[config.mk]
export PLATFORM = sky130hd
export DESIGN_NAME = booth_mul_arbiter_flat
export DESIGN_NICKNAME = d
export VERILOG_FILES = /design/src/rtl/booth_mul_arbiter_if.sv /design/src/rtl/booth_mul_arbiter.sv /design/src/flat_wrapper.sv
export SDC_FILE = /design/constraint.sdc
export NUM_CORES = 1
export LEC_CHECK = 0
export ABC_CLOCK_PERIOD_IN_PS = 1670
export BUFFER_PORTS_ARGS = -buffer_cell sky130_fd_sc_hd__buf_4
export CELL_PAD_IN_SITES_DETAIL_PLACEMENT = 1
export CELL_PAD_IN_SITES_GLOBAL_PLACEMENT = 1
export CORE_AREA = 2 2 88 90
export DETAILED_ROUTE_END_ITERATION = 8
export DIE_AREA = 0 0 90 92
export PLACE_DENSITY = 0.82
export SLEW_MARGIN = 20
export SYNTH_ARGS = -nofsm -noshare
export SYNTH_HDL_FRONTEND = slang
export SYNTH_SLANG_ARGS = --single-unit
export TNS_END_PERCENT = 30
[constraint.sdc]
create_clock -name clk -period 1.67 [get_ports clk]
set_input_delay 0.167 -clock clk [delete_from_list [all_inputs] [get_ports clk]]
set_output_delay 0.167 -clock clk [all_outputs]
set_load 0.01 [all_outputs]
[src/rtl/booth_mul_arbiter_if.sv]
// Request/response bus of booth_mul_arbiter.
// slave: arbiter side, master: requester/consumer side.
interface booth_mul_arbiter_if #(
    parameter int unsigned NREQ = 4,
    parameter int unsigned ID_W = 2
);
    logic [NREQ-1:0]   req_valid;
    logic [NREQ-1:0]   req_ready;
    logic [NREQ*8-1:0] req_mc;
    logic [NREQ*8-1:0] req_mp;
    logic              rsp_valid;
    logic              rsp_ready;
    logic [ID_W-1:0]   rsp_id;
    logic [15:0]       rsp_prod;
    logic              rsp_err;

    modport slave (
        input  req_valid, req_mc, req_mp, rsp_ready,
        output req_ready, rsp_valid, rsp_id, rsp_prod, rsp_err
    );

    modport master (
        output req_valid, req_mc, req_mp, rsp_ready,
        input  req_ready, rsp_valid, rsp_id, rsp_prod, rsp_err
    );
endinterface

[src/rtl/booth_mul_arbiter.sv]
// booth_mul_arbiter: shares one 8x8 signed radix-2 Booth core among NREQ requesters.
// Round-robin grant, operand latch, start pulse, product capture on first busy-low
// cycle, tagged response over valid/ready.
// Optional feature: define BOOTH_ARB_TIMEOUT_EN for the RUN-cycle timeout and rsp_err.
module booth_mul_arbiter #(
    parameter int unsigned NREQ    = 4,
    parameter int unsigned ID_W    = 2,
    parameter int unsigned TIMEOUT = 12
) (
    input  logic                clk,
    input  logic                rst,
    booth_mul_arbiter_if.slave  bus,
    output logic                mul_start,
    output logic [7:0]          mul_mc,
    output logic [7:0]          mul_mp,
    input  logic                mul_busy,
    input  logic [15:0]         mul_prod
);
    localparam int unsigned CAND_W = ID_W + 1;

    typedef enum logic [1:0] {S_IDLE, S_START, S_RUN, S_RESP} state_t;

    // Reject unsupported configurations at elaboration.
    if (NREQ < 2 || NREQ > 8 || ID_W != $clog2(NREQ) || TIMEOUT <= 9) begin : g_param_check
        $error("booth_mul_arbiter: invalid NREQ/ID_W/TIMEOUT combination");
    end

    state_t            state;
    logic [ID_W-1:0]   last_grant;
    logic              rsp_valid_q;
    logic [ID_W-1:0]   rsp_id_q;
    logic [15:0]       rsp_prod_q;

    logic [7:0]        mc_arr [NREQ];
    logic [7:0]        mp_arr [NREQ];
    logic [ID_W-1:0]   grant_id_c;
    logic              any_valid_c;
    logic [CAND_W-1:0] rr_cand;

    // Unpack the flat operand buses per requester.
    for (genvar g = 0; g < NREQ; g++) begin : g_unpack
        assign mc_arr[g] = bus.req_mc[8*g +: 8];
        assign mp_arr[g] = bus.req_mp[8*g +: 8];
    end

    // Round-robin pick: first valid requester after last_grant, wrapping.
    always_comb begin
        any_valid_c = 1'b0;
        grant_id_c  = '0;
        rr_cand     = '0;
        for (int k = 1; k <= int'(NREQ); k++) begin
            rr_cand = CAND_W'(last_grant) + CAND_W'(k);
            if (rr_cand >= CAND_W'(NREQ)) begin
                rr_cand = rr_cand - CAND_W'(NREQ);
            end
            if (!any_valid_c && bus.req_valid[rr_cand[ID_W-1:0]]) begin
                any_valid_c = 1'b1;
                grant_id_c  = rr_cand[ID_W-1:0];
            end
        end
    end

    // Grant is combinational and only offered while idle.
    assign bus.req_ready = (state == S_IDLE) ? (NREQ'(any_valid_c) << grant_id_c) : '0;
    assign bus.rsp_valid = rsp_valid_q;
    assign bus.rsp_id    = rsp_id_q;
    assign bus.rsp_prod  = rsp_prod_q;

`ifdef BOOTH_ARB_TIMEOUT_EN
    localparam int unsigned CNT_W = $clog2(TIMEOUT);

    logic [CNT_W-1:0] run_cnt;
    logic             rsp_err_q;
    logic             timeout_c;

    // Last allowed RUN cycle reached.
    assign timeout_c   = (run_cnt == CNT_W'(TIMEOUT - 1));
    assign bus.rsp_err = rsp_err_q;
`else
    assign bus.rsp_err = 1'b0;
`endif

    // Control FSM with registered outputs.
    always_ff @(posedge clk) begin
        if (rst) begin
            state       <= S_IDLE;
            last_grant  <= ID_W'(NREQ - 1);
            rsp_valid_q <= 1'b0;
            rsp_id_q    <= '0;
            rsp_prod_q  <= '0;
            mul_start   <= 1'b0;
            mul_mc      <= '0;
            mul_mp      <= '0;
`ifdef BOOTH_ARB_TIMEOUT_EN
            run_cnt     <= '0;
            rsp_err_q   <= 1'b0;
`endif
        end else begin
            mul_start <= 1'b0;
            case (state)
                S_IDLE: begin
                    if (any_valid_c) begin
                        mul_mc     <= mc_arr[grant_id_c];
                        mul_mp     <= mp_arr[grant_id_c];
                        rsp_id_q   <= grant_id_c;
                        last_grant <= grant_id_c;
                        mul_start  <= 1'b1;
                        state      <= S_START;
                    end
                end
                S_START: begin
                    // Busy still shows the previous op's count here; ignore it.
`ifdef BOOTH_ARB_TIMEOUT_EN
                    run_cnt <= '0;
`endif
                    state <= S_RUN;
                end
                S_RUN: begin
                    // The core keeps counting, so only the first busy-low cycle is valid.
                    if (!mul_busy) begin
                        rsp_prod_q  <= mul_prod;
                        rsp_valid_q <= 1'b1;
                        state       <= S_RESP;
                    end
`ifdef BOOTH_ARB_TIMEOUT_EN
                    else if (timeout_c) begin
                        rsp_prod_q  <= '0;
                        rsp_err_q   <= 1'b1;
                        rsp_valid_q <= 1'b1;
                        state       <= S_RESP;
                    end else begin
                        run_cnt <= run_cnt + CNT_W'(1);
                    end
`endif
                end
                S_RESP: begin
                    if (bus.rsp_ready) begin
                        rsp_valid_q <= 1'b0;
`ifdef BOOTH_ARB_TIMEOUT_EN
                        rsp_err_q   <= 1'b0;
`endif
                        state       <= S_IDLE;
                    end
                end
                default: state <= S_IDLE;
            endcase
        end
    end
endmodule
[src/flat_wrapper.sv]
// flat-port wrapper written by rule: the top's interface ports become plain ports
module booth_mul_arbiter_flat 
#(
    parameter int unsigned NREQ    = 4,
    parameter int unsigned ID_W    = 2,
    parameter int unsigned TIMEOUT = 12
)
  (clk, rst, mul_start, mul_mc, mul_mp, mul_busy, mul_prod, bus_req_valid, bus_req_mc, bus_req_mp, bus_rsp_ready, bus_req_ready, bus_rsp_valid, bus_rsp_id, bus_rsp_prod, bus_rsp_err);
  booth_mul_arbiter_if #(.NREQ(NREQ), .ID_W(ID_W)) bus_i ();
  input  logic clk;
  input  logic rst;
  output logic mul_start;
  output logic [7:0] mul_mc;
  output logic [7:0] mul_mp;
  input  logic mul_busy;
  input  logic [15:0] mul_prod;
  input wire logic [$bits(bus_i.req_valid)-1:0] bus_req_valid;
  input wire logic [$bits(bus_i.req_mc)-1:0] bus_req_mc;
  input wire logic [$bits(bus_i.req_mp)-1:0] bus_req_mp;
  input wire logic [$bits(bus_i.rsp_ready)-1:0] bus_rsp_ready;
  output wire logic [$bits(bus_i.req_ready)-1:0] bus_req_ready;
  output wire logic [$bits(bus_i.rsp_valid)-1:0] bus_rsp_valid;
  output wire logic [$bits(bus_i.rsp_id)-1:0] bus_rsp_id;
  output wire logic [$bits(bus_i.rsp_prod)-1:0] bus_rsp_prod;
  output wire logic [$bits(bus_i.rsp_err)-1:0] bus_rsp_err;
  assign bus_i.req_valid = bus_req_valid;
  assign bus_i.req_mc = bus_req_mc;
  assign bus_i.req_mp = bus_req_mp;
  assign bus_i.rsp_ready = bus_rsp_ready;
  assign bus_req_ready = bus_i.req_ready;
  assign bus_rsp_valid = bus_i.rsp_valid;
  assign bus_rsp_id = bus_i.rsp_id;
  assign bus_rsp_prod = bus_i.rsp_prod;
  assign bus_rsp_err = bus_i.rsp_err;
  booth_mul_arbiter #(.NREQ(NREQ), .ID_W(ID_W), .TIMEOUT(TIMEOUT)) u_core (.clk(clk), .rst(rst), .bus(bus_i), .mul_start(mul_start), .mul_mc(mul_mc), .mul_mp(mul_mp), .mul_busy(mul_busy), .mul_prod(mul_prod));
endmodule
After elaboration in Yosys (flattened, before gate mapping)
Cells that the tools add are included.
W data, S select, Z words.
{"block": "totals", "ff_bits": 40, "in_bits": 88, "out_inout_bits": 41}
{"block": "op_classes", "addsub": 8, "order_cmp": 9, "n_eq_ne": 6, "n_shift": 1, "n_mux": 35, "n_bitwise": 3, "reduce_logical": 13}
{"op": "$bmux W8 S2", "count": 2}
{"op": "$mux W8", "count": 4}
{"op": "$mux W2", "count": 11}
{"op": "$ge A3 B3 Y1 const B", "count": 5}
{"op": "$lt A2 B3 Y1 const B", "count": 4}
{"op": "$mux W1", "count": 11}
{"op": "$bmux W1 S2", "count": 4}
{"op": "$pmux W2 S4", "count": 1}
{"op": "$sub A2 B1 Y2 const B", "count": 4}
{"op": "$add A2 B2 Y3 const B", "count": 2}
{"op": "$reduce_and A3 Y1", "count": 2}
{"op": "$eq A2 B2 Y1 const B", "count": 2}
{"op": "$mux W4", "count": 1}
{"op": "$ne A2 B2 Y1 const B", "count": 2}
{"op": "$reduce_and A2 Y1", "count": 2}
{"op": "$shl A1 B2 Y4", "count": 1}
{"op": "$add A2 B1 Y3 const B", "count": 1}
{"op": "$add A2 B3 Y3 const B", "count": 1}
{"op": "$logic_and A1 B1 Y1", "count": 3}
{"op": "$logic_not A1 Y1", "count": 3}
{"op": "$not A2 Y3", "count": 1}
{"op": "$eq A2 B1 Y1 const B", "count": 1}
{"op": "$logic_not A2 Y1", "count": 1}
{"op": "$ne A2 B1 Y1 const B", "count": 1}
{"op": "other kinds (4)", "count": 5}

Depth between registers and ports, before layout
Gate-level depths: netlist of the first run.
{"block": "depth", "word_depth": 19, "depth_mapped": 8, "mapped_depth_nobuf": 7}

Worst setup path after synthesis of the first run
No wires, ideal clock.
{"block": "synth_path", "path_kind": "register -> output", "startpoint": "register u_core.last_grant[0]", "endpoint": "output bus_req_ready[0]", "arrival_ns": 1.406, "required_time_ns": 1.503, "path_slack_ns": 0.097, "path_stages_with_launch": 6, "n_path_buf": 1, "path_cell_list": "dfxtp_1 nand2b_1 a21o_1 clkbuf_1 nand3_1 nor3_1"}
{"block": "synth_between", "elab_chain_len": 17, "word_cells_on_any_way": 40, "classes_between": "8 x add/sub; 4 x order compare; 1 x shift; 21 x mux; 6 x reduce/logical"}
{"element": "start: declaration", "line": "booth_mul_arbiter.sv:29", "source": "logic [ID_W-1:0] last_grant;"}
{"element": "start signal: assignment", "line": "booth_mul_arbiter.sv:87", "source": "last_grant <= ID_W'(NREQ - 1);"}
{"element": "start signal: assignment", "line": "booth_mul_arbiter.sv:106", "source": "last_grant <= grant_id_c;"}
{"element": "$add A2 B1 Y3", "line": "booth_mul_arbiter.sv:52", "source": "rr_cand = CAND_W'(last_grant) + CAND_W'(k);"}
{"element": "$ge A3 B3 Y1 or $sub A2 B1 Y2 (tied branches)", "line": "booth_mul_arbiter.sv:53, booth_mul_arbiter.sv:54"}
{"element": "$mux W2", "line": "booth_mul_arbiter.sv:53", "source": "if (rr_cand >= CAND_W'(NREQ)) begin"}
{"element": "$bmux W1 S2", "line": "booth_mul_arbiter.sv:56", "source": "if (!any_valid_c && bus.req_valid[rr_cand[ID_W-1:0]]) begin"}
{"element": "$mux W1 (not written as such)", "line": "booth_mul_arbiter.sv:56"}
{"element": "$mux W1", "line": "booth_mul_arbiter.sv:56"}
{"element": "$logic_not A1 Y1", "line": "booth_mul_arbiter.sv:56"}
{"element": "$logic_and A1 B1 Y1", "line": "booth_mul_arbiter.sv:56"}
{"element": "$mux W1", "line": "booth_mul_arbiter.sv:56"}
{"element": "$logic_not A1 Y1", "line": "booth_mul_arbiter.sv:56"}
{"element": "$logic_and A1 B1 Y1", "line": "booth_mul_arbiter.sv:56"}
{"element": "$mux W1", "line": "booth_mul_arbiter.sv:56"}
{"element": "$logic_not A1 Y1", "line": "booth_mul_arbiter.sv:56"}
{"element": "$logic_and A1 B1 Y1", "line": "booth_mul_arbiter.sv:56"}
{"element": "$mux W1 or $mux W2 (tied branches)", "line": "booth_mul_arbiter.sv:56"}
{"element": "$shl A1 B2 Y4 *", "line": "booth_mul_arbiter.sv:64", "source": "assign bus.req_ready = (state == S_IDLE) ? (NREQ'(any_valid_c) << grant_id_c) : '0;"}
{"element": "$mux W4 *", "line": "booth_mul_arbiter.sv:64"}
{"element": "end: declaration", "line": "flat_wrapper.sv:21", "source": "output wire logic [$bits(bus_i.req_ready)-1:0] bus_req_ready;"}
Every way passes the cells marked *; elsewhere a longest branch is shown, timed or not. The select of a mux whose other input is x is not followed.

Final worst setup path of the first run
{"block": "layout_path", "startpoint": "register u_core.last_grant[0]", "endpoint": "output bus_req_ready[2]"}
Same word-level chain as after synthesis.

==> results of run 1 <==
## layer usage
| metal | vias to the layer above | track usage (%) |
|---|---|---|
| met1 | 1094 | 17.6 |
| met4 | 0 | 4.62 |
| met3 | 7 | 6.08 |
| met5 | - | 0 |
| met2 | 79 | 32.5 |
| li1 | 1152 | - |
## final timing paths
path                            end  slack (ns)  depth (start not counted)
min reg2reg  u_core.bus.rsp_prod[2]        0.46                          2
min                u_core.mul_start        0.06                          2
max                bus_req_ready[2]       0.002                          6
max reg2reg        u_core.mul_mp[4]        0.04                          6
## cell type report
cell class | instances | area share (%)
Clock buffer | 7 | 2.80
Multi-Input combinational cell | 185 | 35.4
Timing Repair Buffer | 143 | 32.7
Tap cell | 102 | 3.71
Inverter | 10 | 1.09
Sequential cell | 40 | 23.5
Clock inverter | 1 | 0.873
## stage by stage
stage	hold slack [ns]	area [um2]	setup slack, ns	std cells	TNS [ns]
final	0.0556	3440	0.00190	488	0
after global routing	0.0547	3440	-0.0569	488	-0.464
after CTS	0.0540	3370	0.00123	484	0
after detailed placement	0.367	3150	-0.0507	473	-0.127
after global placement	0.366	3150	0.0619	473	0
after floorplan	0.303	2080	0.0971	252	0
## cells in the final DEF, fill, tap and decap left out, types with 2 or more instances in the layout
cell type  synthesis  routed
a21oi_1           20      20
a31oi_1            7       7
and4_1             7       7
buf_12             0       2
buf_4              2     138
buf_6              2       2
clkbuf_8           0       7
dfxtp_1           40      37
dfxtp_2            0       2
ha_1               4       3
inv_1             10       8
inv_2              0       2
mux2i_1           25      25
nand2_1           54      53
nand2b_1           6       4
nand2b_4           0       2
nor2_1            13      12
nor2_2             2       3
o211ai_1           8       8
o21ai_0            7       4
o21ai_1            1       4
o221ai_1           9       9
## power breakdown
group          total, mW  internal, mW  switching, mW
logic               2.35          1.21           1.15
registers           1.44          1.25          0.184
clock network      0.888         0.528          0.360
total               4.68          2.99           1.69
## sequential cells by signal (all words and copies together) (netlist names)
name,count
u_core.bus.rsp_prod,16
u_core.mul_mc,8
u_core.mul_mp,8
u_core.bus.rsp_id,2
u_core.last_grant,2
u_core.state,2
u_core.bus.rsp_valid,1
u_core.mul_start,1
## kinds of logic (layout without fill, tap and decap cells)
family / after synthesis / count (layout) / share of synthesized area, %
simple gates: 94 / 94 / 20.8
compound gates: 61 / 61 / 19.5
flops: 40 / 40 / 38.5
buf+inv: 27 / 161 / 6.61
mux: 25 / 25 / 12.0
fa+ha+maj: 4 / 4 / 2.41
other cells: 1 / 1 / 0.180
## timing repair
| action | CTS | global route |
|---|---|---|
| pin swaps | 1 | 4 |
| cloned | 0 | 1 |
| setup buffers | 3 | 3 |
| endpoints found under the setup margin | 12 | 19 |
| gates resized for setup | 16 | 12 |
==> results by group, run 1 <==
Floorplanning
  • Area of the core: 7450 um2
  • Die W: 90 um
  • Initial Utilization: 27.9%
  • I/O pins: 129
  • Die area: 8280 um2
  • Chip height: 92 um
  • Std-Cell Rows: 32

Clock network
  • Num CTS Buffers: 5
  • TritonCTS clock tree: done
  • Clock buffer depth: 2
  • CTS Hold Bufs: 0
  • Worst-Skew Late Latency: 0.30 ns
  • Sink Count: 40
  • Htree depth: 2
  • Root buffer cell: clkbuf_8
  • Clock slew at the register clock pins of the worst setup and hold paths: 0.08 ns

Drt
  • Met3 routed WL: 551 um
  • M1 WL: 2.91 mm
  • Vias post-DR: 2332
  • Met2 WL: 3.94 mm
  • Total Wirelength: 7.47 mm
  • Topmost layer with routed signal wires: met4
  • DRT iter0 DRCs: 21
  • Drt drc: 0
  • DRT antenna net count: 0
  • Initial DRT Pass Iterations: 4
  • Vias per std cell: 4.78
  • Detailed-route wire length per cell: 15.3 um

Global routing
  • Largest net degree at the start of global routing: 26
  • GRT Overall Usage: 17.0%
  • First-pass GRT wire length: 11.6 mm
  • Initial antenna violation count: 0
  • Global route overflow: 0
  • Vias in the first global route: 2473

Finish
  • Storage element area: 807 um2
  • Layout cells sized above 1: 44.8%
  • Layout area overhead: 65.2%
  • Footprint of the multi-input gates: 1220 um2
  • Layout fillers: 917
  • Final nets: 477
  • Final core utilization: 46.2%
  • Antenna cells: 0

Worst setup path
  • Crit. Startpoint: u_core.last_grant[0]
  • Critical path's top delay family: simple AND/OR/NAND/NOR gates
  • Max incr delay on CP: 0.36 ns
  • Critical path class: register to output pin
  • CP Capture Type: output pin
  • Critical-path maximum fanout: 5
  • Critical register-to-register path startpoint: u_core.last_grant[0]
  • CP bufs+invs: 1
  • CP startpoint kind: register
  • Crit-path cells: nand2b_4 > o211ai_1 > and2_4 > nand2_4 > nor2_1 > buf_4
  • Worst EP required: 1.50 ns
  • Slowest CP cell: dfxtp_4
  • Crit path DAT: 1.50 ns

Placement
  • Final HPWL from detailed placement: 5.53 mm
  • Routability cong.: 0.809
  • IO Port Bufs: 127

Timing
  • Worst-margin pin slew: 0.615 ns
  • Final hold vios: 0
  • F_max: 599 MHz
  • Layout Skew: 0.00613 ns
  • RSZ-0062 raised after global routing: true
  • Max_slew headroom: 58.6%
  • Tcrit/Tclk final: 99.9%
  • Max Slew Vio Count: 0
  • Minimum clock period: 1.67 ns
  • Setup violators final: 0

Power
  • Pwr/cell area: 1360 nW/um2
  • Final Total Pwr: 4.68 mW
  • Max VDD drop: 0.502 mV
  • Leakage power total: 1.63 nW

Yosys
  • Count leader, synth: nand2_1
  • Top cells by area, synth: dfxtp_1 (38%), mux2i_1 (12%), nand2_1 (9.7%), a21oi_1 (4.8%), o221ai_1 (3.8%)
  • Largest area contributor in the netlist: dfxtp_1
  • Top cell type's share of synthesized area: 38.5%
  • Avg Inst Size Synth: 8.26 um2
  • Yosys Warn Count: 0
  • Mapped Nets: 344
  • Sequential-to-total area share from yosys stat: 38.5%
  • Synth top cells by count: nand2_1 (54), dfxtp_1 (40), mux2i_1 (25), a21oi_1 (20), nor2_1 (13)
  • Count of cell types in the netlist: 39
  • #FFs+latches synth: 40
  • FFs w/ async S/R, synth: 0%
  • Synth Cell Area: 2080 um2
  • EDFF count, synth: 0
  • Prevailing post-synth register cell: dfxtp_1
  • Synthesized instance count: 252

Status
  • Status: finished, final reports clean

Worst hold path
  • Hold Crit Class: input pin to register
  • Hold_sp: rst

Job
  • Max_cap viols: 0
Power figures use the tool's default switching activity.
==> run 2: changes to the inputs <==
==> constraint.sdc (replaced) <==
create_clock -name clk -period 1.67 [get_ports clk]
set_input_delay 0.334 -clock clk [delete_from_list [all_inputs] [get_ports clk]]
set_output_delay 0.334 -clock clk [all_outputs]
set_load 0.01 [all_outputs]
==> results by group, run 2 (synthesized netlist as in run 1, its figures left out) <==
Status
  • Status: finished with violations
  • Failing checks: setup timing

Floorplanning
  • Die area: 8280 um2 (unchanged)
  • Initial Utilization: 27.9% (unchanged)
  • Area of the core: 7450 um2 (unchanged)
  • Std-Cell Rows: 32 (unchanged)
  • Chip height: 92 um (unchanged)
  • Die W: 90 um (unchanged)
  • I/O pins: 129 (unchanged)

Power
  • Pwr/cell area: 1320 nW/um2 (-2.9%)
  • Register share of total power: 30.1% (-0.6 points)
  • Switch share: 37.1% (+0.93 points)
  • P_sw: 1.75 mW (+3.7%)
  • Clock Power Share: 13.0% (-6.0 points)
  • Final Total Pwr: 4.73 mW (+1.1%)
  • Combinational share of power: 56.9% (+6.6 points)
  • Max VDD drop: 0.604 mV (+20%)
  • Internal Pwr Total: 2.98 mW (-0.37%)
  • Leakage power total: 1.70 nW (+4.1%)

Global routing
  • GRT Overall Usage: 18.0% (+0.93 points)
  • Vias in the first global route: 2549 (+3.1%)
  • First-pass GRT wire length: 12.2 mm (+5.4%)
  • Global route overflow: 0 (unchanged)
  • Largest net degree at the start of global routing: 26 (unchanged)
  • Initial antenna violation count: 0 (unchanged)

Finish
  • Commonest non-fill, non-tap cell in the layout: buf_4
  • Max reg flops: 16 (unchanged)
  • Final nets: 496 (+4.0%)
  • Fin area: 3580 um2 (+4.1%)
  • Antenna cells: 0 (unchanged)
  • Final Non-Filler Cells: 506 (+3.7%)
  • Layout cells sized above 1: 48.5% (+3.7 points)
  • Layout area overhead: 72.1%
  • Commonest non-fill, non-tap cells in the layout: buf_4 (156), nand2_1 (53), dfxtp_1 (37)

Drt
  • Detailed-route wire length per cell: 15.0 um (-1.7%)
  • DRT iter0 DRCs: 42 (+100%)
  • Vias post-DR: 2424 (+3.9%)
  • DRT antenna net count: 0 (unchanged)
  • Total Wirelength: 7.61 mm (+2.0%)
  • Drt drc: 0 (unchanged)
  • Initial DRT Pass Iterations: 4 (unchanged)
  • Vias per std cell: 4.79 (+0.25%)

Worst setup path
  • Critical-path maximum fanout: 4 (-1)
  • CP Capture Type: output pin
  • CP startpoint kind: register
  • Crit-path cells: nand2b_4 > o22a_1 > and2_4 > nor3_2 > buf_4
  • Critical path class: register to output pin
  • Slowest CP cell: dfxtp_4
  • Max incr delay on CP: 0.36 ns (about the same)
  • CP bufs+invs: 1 (unchanged)
  • Crit path DAT: 1.50 ns (about the same)
  • R2R cell count: 6 (unchanged)
  • Worst EP required: 1.34 ns (-0.16 ns)
  • Worst path depth: 5 (-1)
  • Critical path's top delay family: simple AND/OR/NAND/NOR gates

Worst hold path
  • Hold Crit Class: input pin to register
  • WHS Path Cells: 2 (unchanged)

Clock network
  • Root buffer cell: clkbuf_8
  • Worst-Skew Late Latency: 0.29 ns (about the same)
  • Htree depth: 2 (unchanged)
  • Sink Count: 40 (unchanged)
  • Clock slew at the register clock pins of the worst setup and hold paths: 0.08 ns (about the same)
  • Num CTS Buffers: 5 (unchanged)
  • TritonCTS clock tree: done
  • CTS Hold Bufs: 0 (unchanged)
  • Clock buffer depth: 2 (unchanged)

Timing
  • F_max: 545 MHz (-9.1%)
  • Setup violators final: 4 (+4)
  • Final hold vios: 0 (unchanged)
  • Max Slew Vio Count: 0 (unchanged)
  • Minimum clock period: 1.83 ns (+0.166 ns)
  • RSZ-0062 raised after global routing: true
  • Setup TNS: -0.563 ns (-0.563 ns)
  • Setup ws final: -0.164 ns (-0.166 ns)
  • Layout Skew: 0.00586 ns (-0.000272 ns)
  • Tcrit/Tclk final: 110% (+9.9 points)

Placement
  • Final HPWL from detailed placement: 5.66 mm (+2.4%)
  • Cells after DPL: 489 (+3.4%)
  • Cell Area, Placed: 3300 um2 (+4.8%)
  • IO Port Bufs: 127 (unchanged)
  • Routability cong.: 0.763 (-5.6%)

Job
  • Max_cap viols: 0 (unchanged)
run 2: cell types whose count changed in the layout (fill, tap and decap cells not counted), sizes merged:
cell    change
buf        +20
bufinv      -1
clkinv      +1
clkbuf      -2
run 2: final cells by class:
type	instances	area (um2)
Clock inverter	1	5.00
Fill cell	906	3870
Clock buffer	6	72.6
Timing Repair Buffer	162	1270
Inverter	10	37.5
Tap cell	102	128
Sequential cell	40	807
Multi-Input combinational cell	185	1260
run 2: power groups by stage:
stage	clock, mW	sequential [mW]	combinational (mW)
floorplan	0	1.53	1.07
global placement	0	1.41	2.28
detailed placement	0	1.43	2.36
CTS	0.647	1.42	2.58
global route	0.679	1.46	2.91
finish	0.613	1.42	2.69
run 2: worst paths after layout:
check	start	end	slack, ns
hold reg to reg	u_core.bus.rsp_prod[3]	u_core.bus.rsp_prod[3]	0.46
hold / removal	rst	u_core.mul_start	0.25
setup reg to reg	u_core.last_grant[0]	u_core.mul_mp[7]	0.05
setup / recovery	u_core.last_grant[0]	bus_req_ready[1]	-0.16
run 2: repair_timing:
item,CTS,global route
buffers inserted,6,4
endpoints found under the setup margin,14,22
pin swaps,8,6
resized for setup,24,13
run 2: layer usage:
layer  wire length, um  vias to the layer above  GRT usage, %
met1              3060                     1135          19.6
met4                97                        0          4.49
li1                  -                     1191             -
met2              3940                       90          33.8
met5                 0                        -             0
met3               510                        8          5.42
run 2: metrics by stage:
step	setup slack (ns)	hold slack, ns	utilization, %
finish	-0.164	0.245	48.1
global route	-0.215	0.232	48.1
CTS	-0.139	0.236	47.1
detailed placement	-0.104	0.451	44.4
global placement	-0.0540	0.443	44.4
floorplan	0.0118	0.470	-
==> run 3: changes to the inputs <==
--- a/config.mk
+++ b/config.mk
@@ -10,6 +10,7 @@
 export CELL_PAD_IN_SITES_DETAIL_PLACEMENT = 1
 export CELL_PAD_IN_SITES_GLOBAL_PLACEMENT = 1
 export CORE_AREA = 2 2 88 90
+export CTS_BUF_LIST = sky130_fd_sc_hd__clkbuf_8 sky130_fd_sc_hd__clkbuf_16
 export DETAILED_ROUTE_END_ITERATION = 8
 export DIE_AREA = 0 0 90 92
 export PLACE_DENSITY = 0.82
==> results by group, run 3 (synthesized netlist as in run 1, its figures left out) <==
Clock network
  • Clock buffer depth: 2 (unchanged)
  • Sink Count: 40 (unchanged)
  • CTS Hold Bufs: 0 (unchanged)
  • Worst-Skew Late Latency: 0.28 ns (about the same)
  • Htree depth: 2 (unchanged)
  • Num CTS Buffers: 5 (unchanged)
  • TritonCTS clock tree: done
  • Root buffer cell: clkbuf_8
  • Clock slew at the register clock pins of the worst setup and hold paths: 0.08 ns (about the same)

Finish
  • Final Non-Filler Cells: 506 (unchanged)
  • Commonest non-fill, non-tap cells in the layout: buf_4 (156), nand2_1 (53), dfxtp_1 (37)
  • Layout cells sized above 1: 48.5% (unchanged)
  • Final nets: 496 (unchanged)
  • Commonest non-fill, non-tap cell in the layout: buf_4
  • Layout area overhead: 72.0% (about the same)
  • Max reg flops: 16 (unchanged)
  • Antenna cells: 0 (unchanged)

Status
  • Status: finished with violations
  • Failing checks: setup timing

Worst setup path
  • R2R cell count: 6 (unchanged)
  • Crit. Startpoint: u_core.last_grant[0]
  • CP startpoint kind: register
  • Critical path class: register to output pin
  • Critical-path maximum fanout: 4 (unchanged)
  • Worst r2r dst: u_core.mul_mp[7]
  • Flop-to-flop setup slack: 0.05 ns (about the same)
  • Worst EP required: 1.34 ns (about the same)
  • Crit path DAT: 1.50 ns (about the same)
  • Critical register-to-register path startpoint: u_core.last_grant[0]
  • CP Capture Type: output pin

Power
  • Combinational share of power: 56.9% (about the same)
  • Switch share: 37.1% (about the same)
  • Internal Pwr Total: 2.97 mW (-0.21%)
  • P_sw: 1.75 mW (-0.24%)
  • Register share of total power: 30.2% (about the same)
  • Leakage power total: 1.70 nW (about the same)
  • Clock Power Share: 12.8% (-0.2 points)
  • Pwr/cell area: 1320 nW/um2 (-0.15%)
  • Max VDD drop: 0.605 mV (about the same)

Placement
  • Final HPWL from detailed placement: 5.66 mm (unchanged)
  • IO Port Bufs: 127 (unchanged)
  • Worst slack, placed: -0.104 ns (unchanged)
  • Routability cong.: 0.763 (unchanged)
  • Cells after DPL: 489 (unchanged)

Drt
  • DRT iter0 DRCs: 35 (-17%)
  • Initial DRT Pass Iterations: 4 (unchanged)
  • Vias post-DR: 2418 (-0.25%)
  • Drt drc: 0 (unchanged)
  • DRT antenna net count: 0 (unchanged)
  • Vias per std cell: 4.78 (-0.25%)
  • Total Wirelength: 7.59 mm (-0.24%)
  • Detailed-route wire length per cell: 15.0 um (-0.24%)

Floorplanning
  • Die W: 90 um (unchanged)
  • Die area: 8280 um2 (unchanged)
  • Area of the core: 7450 um2 (unchanged)
  • I/O pins: 129 (unchanged)
  • Std-Cell Rows: 32 (unchanged)
  • Initial Utilization: 27.9% (unchanged)
  • Chip height: 92 um (unchanged)

Timing
  • Layout Skew: 0.00449 ns (-0.00137 ns)
  • Final hold vios: 0 (unchanged)
  • Setup violators final: 4 (unchanged)
  • RSZ-0062 raised after global routing: true
  • Minimum clock period: 1.83 ns (-0.000967 ns)
  • Setup ws final: -0.163 ns (+0.000967 ns)
  • Tcrit/Tclk final: 110% (about the same)
  • Max Slew Vio Count: 0 (unchanged)
  • F_max: 545 MHz (about the same)

Global routing
  • First-pass GRT wire length: 12.2 mm (unchanged)
  • Global route overflow: 0 (unchanged)
  • Vias in the first global route: 2549 (unchanged)
  • Largest net degree at the start of global routing: 26 (unchanged)
  • Initial antenna violation count: 0 (unchanged)
  • GRT Overall Usage: 18.0% (unchanged)

Worst hold path
  • Hold Crit Class: input pin to register
  • WHS Path Cells: 2 (unchanged)
  • WHS Endpoint: u_core.mul_start
  • Hold_sp: rst

Job
  • Max_cap viols: 0 (unchanged)
run 3: cell count changes in the layout (fill, tap and decap cells not counted), sizes merged:
cell | previous run | this run
inv | 10 | 11
clkbuf | 6 | 5
run 3: power groups by stage:
stage | sequential, mW | combinational [mW] | clock [mW]
6_report | 1.43 | 2.69 | 0.606
5_1_grt | 1.46 | 2.91 | 0.674
4_1_cts | 1.42 | 2.58 | 0.641
3_5_place_dp | 1.43 | 2.36 | 0
3_3_place_gp | 1.41 | 2.28 | 0
2_1_floorplan | 1.53 | 1.07 | 0
run 3: per-layer routing:
metal / vias to the layer above / wire length, um / track usage, %
met5: - / 0 / 0
met4: 0 / 97 / 4.49
li1: 1188 / - / -
met1: 1132 / 3060 / 19.6
met2: 90 / 3920 / 33.8
met3: 8 / 517 / 5.42
run 3: worst max path at each step:
stage | end
floorplan | bus_req_ready[0]
global placement | u_core.mul_mc[6]
detailed placement | u_core.mul_mc[6]
CTS | bus_req_ready[0]
global route | bus_req_ready[1]
finish | bus_req_ready[1]
run 3: critical path, stage by stage (launching register included):
cell and delay [ns]:
dfxtp_4 0.36, nand2b_4 0.15, o22a_1 0.18, and2_4 0.17, nor3_2 0.18, buf_4 0.17
run 3: layout make-up:
class                   count  area [um2]
multi-input cells         185        1250
clock inverters             2        8.76
repair buffers            162        1270
flip-flops and latches     40         807
fillers                   907        3870
well taps                 102         128
inverters                  10        37.5
clock buffers               5        68.8
run 3: repair_timing:
action,CTS,global route
buffers inserted,6,4
resized for setup,24,13
pin swaps,8,6
endpoints found under the setup margin,14,22
run 3: metrics by stage:
step / setup TNS, ns / power [mW] / utilization, % / hold slack (ns) / area [um2]
after floorplan: 0 / 2.60 / - / 0.470 / 2090
after global placement: -0.165 / 3.69 / 44.4 / 0.443 / 3300
after detailed placement: -0.969 / 3.79 / 44.4 / 0.451 / 3300
after CTS: -0.519 / 4.64 / 47.1 / 0.236 / 3510
after global routing: -1.03 / 5.04 / 48.1 / 0.232 / 3580
final: -0.565 / 4.72 / 48.1 / 0.244 / 3580
